<file path="config.mk">
export PLATFORM = sky130hd
export DESIGN_NAME = id_ex_stage
export DESIGN_NICKNAME = d
export VERILOG_FILES = /design/src/rtl/friscv_pkg.sv /design/src/rtl/fwd_mux.sv /design/src/rtl/id_ex_stage.sv
export SDC_FILE = /design/constraint.sdc
export NUM_CORES = 1
export LEC_CHECK = 0
export ABC_AREA = 1
export CAP_MARGIN = 20
export CELL_PAD_IN_SITES_DETAIL_PLACEMENT = 0
export CELL_PAD_IN_SITES_GLOBAL_PLACEMENT = 2
export CORE_UTILIZATION = 36
export DETAILED_ROUTE_END_ITERATION = 7
export DONT_BUFFER_PORTS = 1
export GPL_ROUTABILITY_DRIVEN = 0
export MAX_ROUTING_LAYER = met4
export PLACE_DENSITY = 0.93
export SYNTH_ARGS = -nofsm -noshare
export SYNTH_HDL_FRONTEND = slang
export SYNTH_HIERARCHICAL = 1
export SYNTH_SLANG_ARGS = --single-unit
export TNS_END_PERCENT = 10
</file>
<file path="constraint.sdc">
create_clock -name clk -period 2.3 [get_ports clk]
set_clock_uncertainty 0.1 [all_clocks]
set_input_delay 0.575 -clock clk [delete_from_list [all_inputs] [get_ports clk]]
set_output_delay 0.575 -clock clk [all_outputs]
set_load 0.01 [all_outputs]
</file>
<file path="src/rtl/friscv_pkg.sv">
// Shared FRiscV constants, ALU op encodings and the ID/EX pipeline record.
package friscv_pkg;

    localparam int ARCH   = 32;
    localparam int REG_AW = 5;

    localparam logic [3:0] ALU_AND = 4'd0;
    localparam logic [3:0] ALU_OR  = 4'd1;
    localparam logic [3:0] ALU_XOR = 4'd2;
    localparam logic [3:0] ALU_ADD = 4'd3;
    localparam logic [3:0] ALU_SUB = 4'd4;
    localparam logic [3:0] ALU_SLT = 4'd5;
    localparam logic [3:0] ALU_SLL = 4'd6;
    localparam logic [3:0] ALU_SAR = 4'd7;
    localparam logic [3:0] ALU_SLR = 4'd8;

    typedef struct packed {
        logic [ARCH-1:0]   pc;
        logic [ARCH-1:0]   rs1_data;
        logic [ARCH-1:0]   rs2_data;
        logic [ARCH-1:0]   imm;
        logic [REG_AW-1:0] rs1_addr;
        logic [REG_AW-1:0] rs2_addr;
        logic [REG_AW-1:0] rd_addr;
        logic [3:0]        alu_ctrl;
        logic              a_sel;
        logic              b_sel;
        logic              reg_we;
    } id_ex_t;

endpackage

</file>
<file path="src/rtl/fwd_mux.sv">
// Operand forwarding for one source register (EX/MEM over MEM/WB, x0 never forwarded).
// Forwarding is only built when FRISCV_FWD_EN is defined; otherwise rs_data passes through.
module fwd_mux
    import friscv_pkg::*;
(
    input  logic [REG_AW-1:0] rs_addr,
    input  logic [ARCH-1:0]   rs_data,
    input  logic [REG_AW-1:0] exm_rd_addr,
    input  logic              exm_reg_we,
    input  logic [ARCH-1:0]   exm_result,
    input  logic [REG_AW-1:0] wb_rd_addr,
    input  logic              wb_reg_we,
    input  logic [ARCH-1:0]   wb_data,
    output logic [ARCH-1:0]   fwd_data
);

`ifdef FRISCV_FWD_EN
    logic exm_hit;
    logic wb_hit;

    assign exm_hit = exm_reg_we && (exm_rd_addr == rs_addr) && (rs_addr != '0);
    assign wb_hit  = wb_reg_we  && (wb_rd_addr  == rs_addr) && (rs_addr != '0);

    always_comb begin
        fwd_data = rs_data;
        if (exm_hit) begin
            fwd_data = exm_result;
        end else if (wb_hit) begin
            fwd_data = wb_data;
        end
    end
`else
    // Upstream interlock resolves hazards; the later-stage buses are intentionally ignored.
    logic unused_fwd;
    assign unused_fwd = ^{rs_addr, exm_rd_addr, exm_reg_we, exm_result,
                          wb_rd_addr, wb_reg_we, wb_data};
    assign fwd_data   = rs_data;
`endif

endmodule

</file>
<file path="src/rtl/id_ex_stage.sv">
// ID/EX pipeline register of the FRiscV core: operand select, forwarding, handshake, stall, flush.
// Forwarding depends on the FRISCV_FWD_EN macro (see fwd_mux).
module id_ex_stage
    import friscv_pkg::*;
(
    input  logic              clk,
    input  logic              rst,
    input  logic              id_valid_in,
    output logic              id_ready_out,
    input  logic [ARCH-1:0]   id_pc_in,
    input  logic [ARCH-1:0]   id_rs1_data_in,
    input  logic [ARCH-1:0]   id_rs2_data_in,
    input  logic [ARCH-1:0]   id_imm_in,
    input  logic [REG_AW-1:0] id_rs1_addr_in,
    input  logic [REG_AW-1:0] id_rs2_addr_in,
    input  logic [REG_AW-1:0] id_rd_addr_in,
    input  logic [3:0]        id_alu_ctrl_in,
    input  logic              id_a_sel_in,
    input  logic              id_b_sel_in,
    input  logic              id_reg_we_in,
    input  logic              flush_in,
    input  logic              ex_ready_in,
    input  logic [REG_AW-1:0] exm_rd_addr_in,
    input  logic              exm_reg_we_in,
    input  logic [ARCH-1:0]   exm_result_in,
    input  logic [REG_AW-1:0] wb_rd_addr_in,
    input  logic              wb_reg_we_in,
    input  logic [ARCH-1:0]   wb_data_in,
    output logic              ex_valid_out,
    output logic [3:0]        alu_ctrl_out,
    output logic [ARCH-1:0]   alu_a_out,
    output logic [ARCH-1:0]   alu_b_out,
    output logic [ARCH-1:0]   ex_rs2_data_out,
    output logic [ARCH-1:0]   ex_pc_out,
    output logic [REG_AW-1:0] ex_rd_addr_out,
    output logic              ex_reg_we_out
);

    id_ex_t          stage_q;
    logic            valid_q;
    logic            load;
    logic [ARCH-1:0] fwd_rs1;
    logic [ARCH-1:0] fwd_rs2;

    assign id_ready_out = !valid_q || ex_ready_in;
    assign load         = id_valid_in && id_ready_out;

    // A flushed incoming instruction is dropped entirely, payload included.
    always_ff @(posedge clk) begin
        if (rst) begin
            valid_q <= 1'b0;
            stage_q <= '0;
        end else begin
            if (flush_in) begin
                valid_q <= 1'b0;
            end else if (load) begin
                valid_q <= 1'b1;
            end else if (ex_ready_in) begin
                valid_q <= 1'b0;
            end

            if (load && !flush_in) begin
                stage_q.pc       <= id_pc_in;
                stage_q.rs1_data <= id_rs1_data_in;
                stage_q.rs2_data <= id_rs2_data_in;
                stage_q.imm      <= id_imm_in;
                stage_q.rs1_addr <= id_rs1_addr_in;
                stage_q.rs2_addr <= id_rs2_addr_in;
                stage_q.rd_addr  <= id_rd_addr_in;
                stage_q.alu_ctrl <= id_alu_ctrl_in;
                stage_q.a_sel    <= id_a_sel_in;
                stage_q.b_sel    <= id_b_sel_in;
                stage_q.reg_we   <= id_reg_we_in;
            end
        end
    end

    fwd_mux u_fwd_rs1 (
        .rs_addr     (stage_q.rs1_addr),
        .rs_data     (stage_q.rs1_data),
        .exm_rd_addr (exm_rd_addr_in),
        .exm_reg_we  (exm_reg_we_in),
        .exm_result  (exm_result_in),
        .wb_rd_addr  (wb_rd_addr_in),
        .wb_reg_we   (wb_reg_we_in),
        .wb_data     (wb_data_in),
        .fwd_data    (fwd_rs1)
    );

    fwd_mux u_fwd_rs2 (
        .rs_addr     (stage_q.rs2_addr),
        .rs_data     (stage_q.rs2_data),
        .exm_rd_addr (exm_rd_addr_in),
        .exm_reg_we  (exm_reg_we_in),
        .exm_result  (exm_result_in),
        .wb_rd_addr  (wb_rd_addr_in),
        .wb_reg_we   (wb_reg_we_in),
        .wb_data     (wb_data_in),
        .fwd_data    (fwd_rs2)
    );

    assign ex_valid_out    = valid_q;
    assign alu_ctrl_out    = stage_q.alu_ctrl;
    assign alu_a_out       = stage_q.a_sel ? stage_q.pc  : fwd_rs1;
    assign alu_b_out       = stage_q.b_sel ? stage_q.imm : fwd_rs2;
    assign ex_rs2_data_out = fwd_rs2;
    assign ex_pc_out       = stage_q.pc;
    assign ex_rd_addr_out  = stage_q.rd_addr;
    assign ex_reg_we_out   = valid_q && stage_q.reg_we;

endmodule

</file>
==> flow_summary.json <==
{
  "status": "complete, no violations",
  "post-route-drc-count": 0,
  "wl_per_cell_um": 15.63,
  "die_area_mm2": 0.02228,
  "avgSynthCellArea_um2": 7.040,
  "area_growth_pct": -0.8013,
  "cts_resized": 0,
  "critPathArrivalTime_ns": 1.54,
  "endpoint_kind": "output port",
  "cts_buffer_depth": 2,
  "fp.dieH_um": 149.3,
  "grt_pass1_vias": 5512,
  "met3_usage": 0.06300,
  "num_antenna_cells": 0,
  "synthCells": 1109,
  "worstSetupStartpointType": "flip-flop",
  "drtAntennaViolNets": 0,
  "drt_pre_antenna_iters": 5,
  "power.density_mw_per_mm2": 805.3,
  "grt-ovfl-total": 0,
  "drv_cap": 0,
  "grt_setup_unrepaired": "false",
  "critical_path_class": "flip-flop to output port",
  "met1_usage": 0.2040,
  "grt_util_all_layers": 0.1752,
  "via_count": 5959,
  "holdCritPathClass": "primary input to flip-flop",
  "die_w_um": 149.3,
  "final_layout_size_suffix_gt1_frac": 0.1224,
  "syn_area_mm2": 0.007807,
  "crit_fanout": 27,
  "dp_hpwl_mm": 13.03,
  "cts_tree": "built",
  "utilization": 0.3661,
  "grt-busiest-layer": "met2",
  "grt_max_degree": 123,
  "cts_buffers": 17,
  "cts.sinks": 141,
  "leakagePower_nw": 3.759,
  "grt_antenna_before_repair": 0,
  "fmax_mhz": 452.3,
  "hold_violations": 0,
  "drt-initial-drc-count": 211,
  "syn-num-nets": 1340,
  "grt_pass1_wl_mm": 29.59,
  "vias_per_cell": 4.810,
  "io_pins": 371,
  "nNetsFinal": 1183,
  "port_buffers": 0,
  "yosys_warnings": 6,
  "setup-tns-final_ns": 0,
  "clk-insertion-delay-late_ns": 0.41,
  "finalCritPeriodShare": 0.9612,
  "core_mm2": 0.02115,
  "worstMarginPinSlew_ns": 0.5274,
  "use_met2": 0.2786,
  "finalCriticalPeriod_ns": 2.211,
  "start_util": 0.3691,
  "clkTransAtPathRegs_ns": 0.06,
  "num_rows": 53,
  "drt_wl_total_mm": 19.37,
  "htreeDepth": 4,
  "cp_data_required_time_ns": 1.62,
  "maxSlewViolCount": 0,
  "cts_setup_buffers": 0,
  "postCtsHoldBufs": 0,
  "finalSetupViolations": 0,
  "vdd_ir_drop_max_mv": 0.4334,
  "cts_root_buf": "clkbuf_16",
  "relSlewSlack": 0.6484
}
-- path summary, 6_finish.rpt --
kind | from | to | slack [ns] | cells after the start
setup / recovery | stage_q[1]$_SDFFE_PP0P_ | alu_b_out[13] | 0.09 | 2
hold / removal | rst | ex_valid_out$_SDFFE_PP0P_ | 0.14 | 1
setup reg to reg | ex_valid_out$_SDFFE_PP0P_ | ex_pc_out[10]$_SDFFE_PP0P_ | 0.69 | 5
hold reg to reg | stage_q[96]$_SDFFE_PP0P_ | stage_q[96]$_SDFFE_PP0P_ | 0.37 | 2
-- power by group --
part | internal, mW | leakage [nW] | switching [mW] | total (mW)
clock network | 1.60 | 0.285 | 1.08 | 2.68
registers | 2.61 | 1.16 | 0.177 | 2.79
logic | 0.309 | 2.31 | 0.459 | 0.768
total | 4.52 | 3.76 | 1.72 | 6.24
-- through the flow --
| step | cell area (µm²) | hold WS (ns) | setup WS [ns] | power (mW) | instances |
|---|---|---|---|---|---|
| after detailed placement | 7176 | 0.3655 | 0.4634 | 3.622 | 1208 |
| after global routing | 7745 | 0.1096 | 0.02344 | 6.572 | 1239 |
| after global placement | 7176 | 0.3586 | 0.4826 | 3.612 | 1208 |
| after floorplan | 7807 | 0.3460 | 0.5788 | 3.610 | 1109 |
| after CTS | 7745 | 0.1074 | 0.02285 | 6.342 | 1239 |
| final | 7745 | 0.1367 | 0.08918 | 6.237 | 1239 |
-- flip-flops by register name, indices dropped and copies added (netlist names) --
name / cells
ex_rd_addr_out: 5
ex_valid_out: 1
stage_q: 99
ex_pc_out: 32
alu_ctrl_out: 4
-- per-layer routing --
layer,vias up,share of wire
met2,198,0.46
met4,0,0.016
met5,-,0
met1,2680,0.44
met3,17,0.078
li1,3064,-
-- worst max-delay path, stage by stage (launching register included) --
cell     delay (ns)
dfxtp_2        0.47
buf_12         0.23
mux2_2         0.41
-- placed cells by master (no fill, tap or decap), types with 5 or more instances in the layout --
| cell type | instances |
|---|---|
| dfxtp_1 | 140 |
| nand2_1 | 141 |
| inv_1 | 143 |
| clkinv_2 | 5 |
| nand3_1 | 140 |
| buf_12 | 9 |
| a21oi_1 | 141 |
| clkbuf_16 | 17 |
| buf_4 | 10 |
| nor2_1 | 140 |
| mux2_2 | 64 |
-- final cells by class --
class,count,area (µm²)
Fill cell,2316,13410
Multi-Input combinational cell,629,3209
Sequential cell,141,2824
Inverter,144,543.0
Clock buffer,21,480.5
Tap cell,275,344.1
Timing Repair Buffer,19,255.2
Clock inverter,10,88.84
Power figures use the tool's default switching activity.
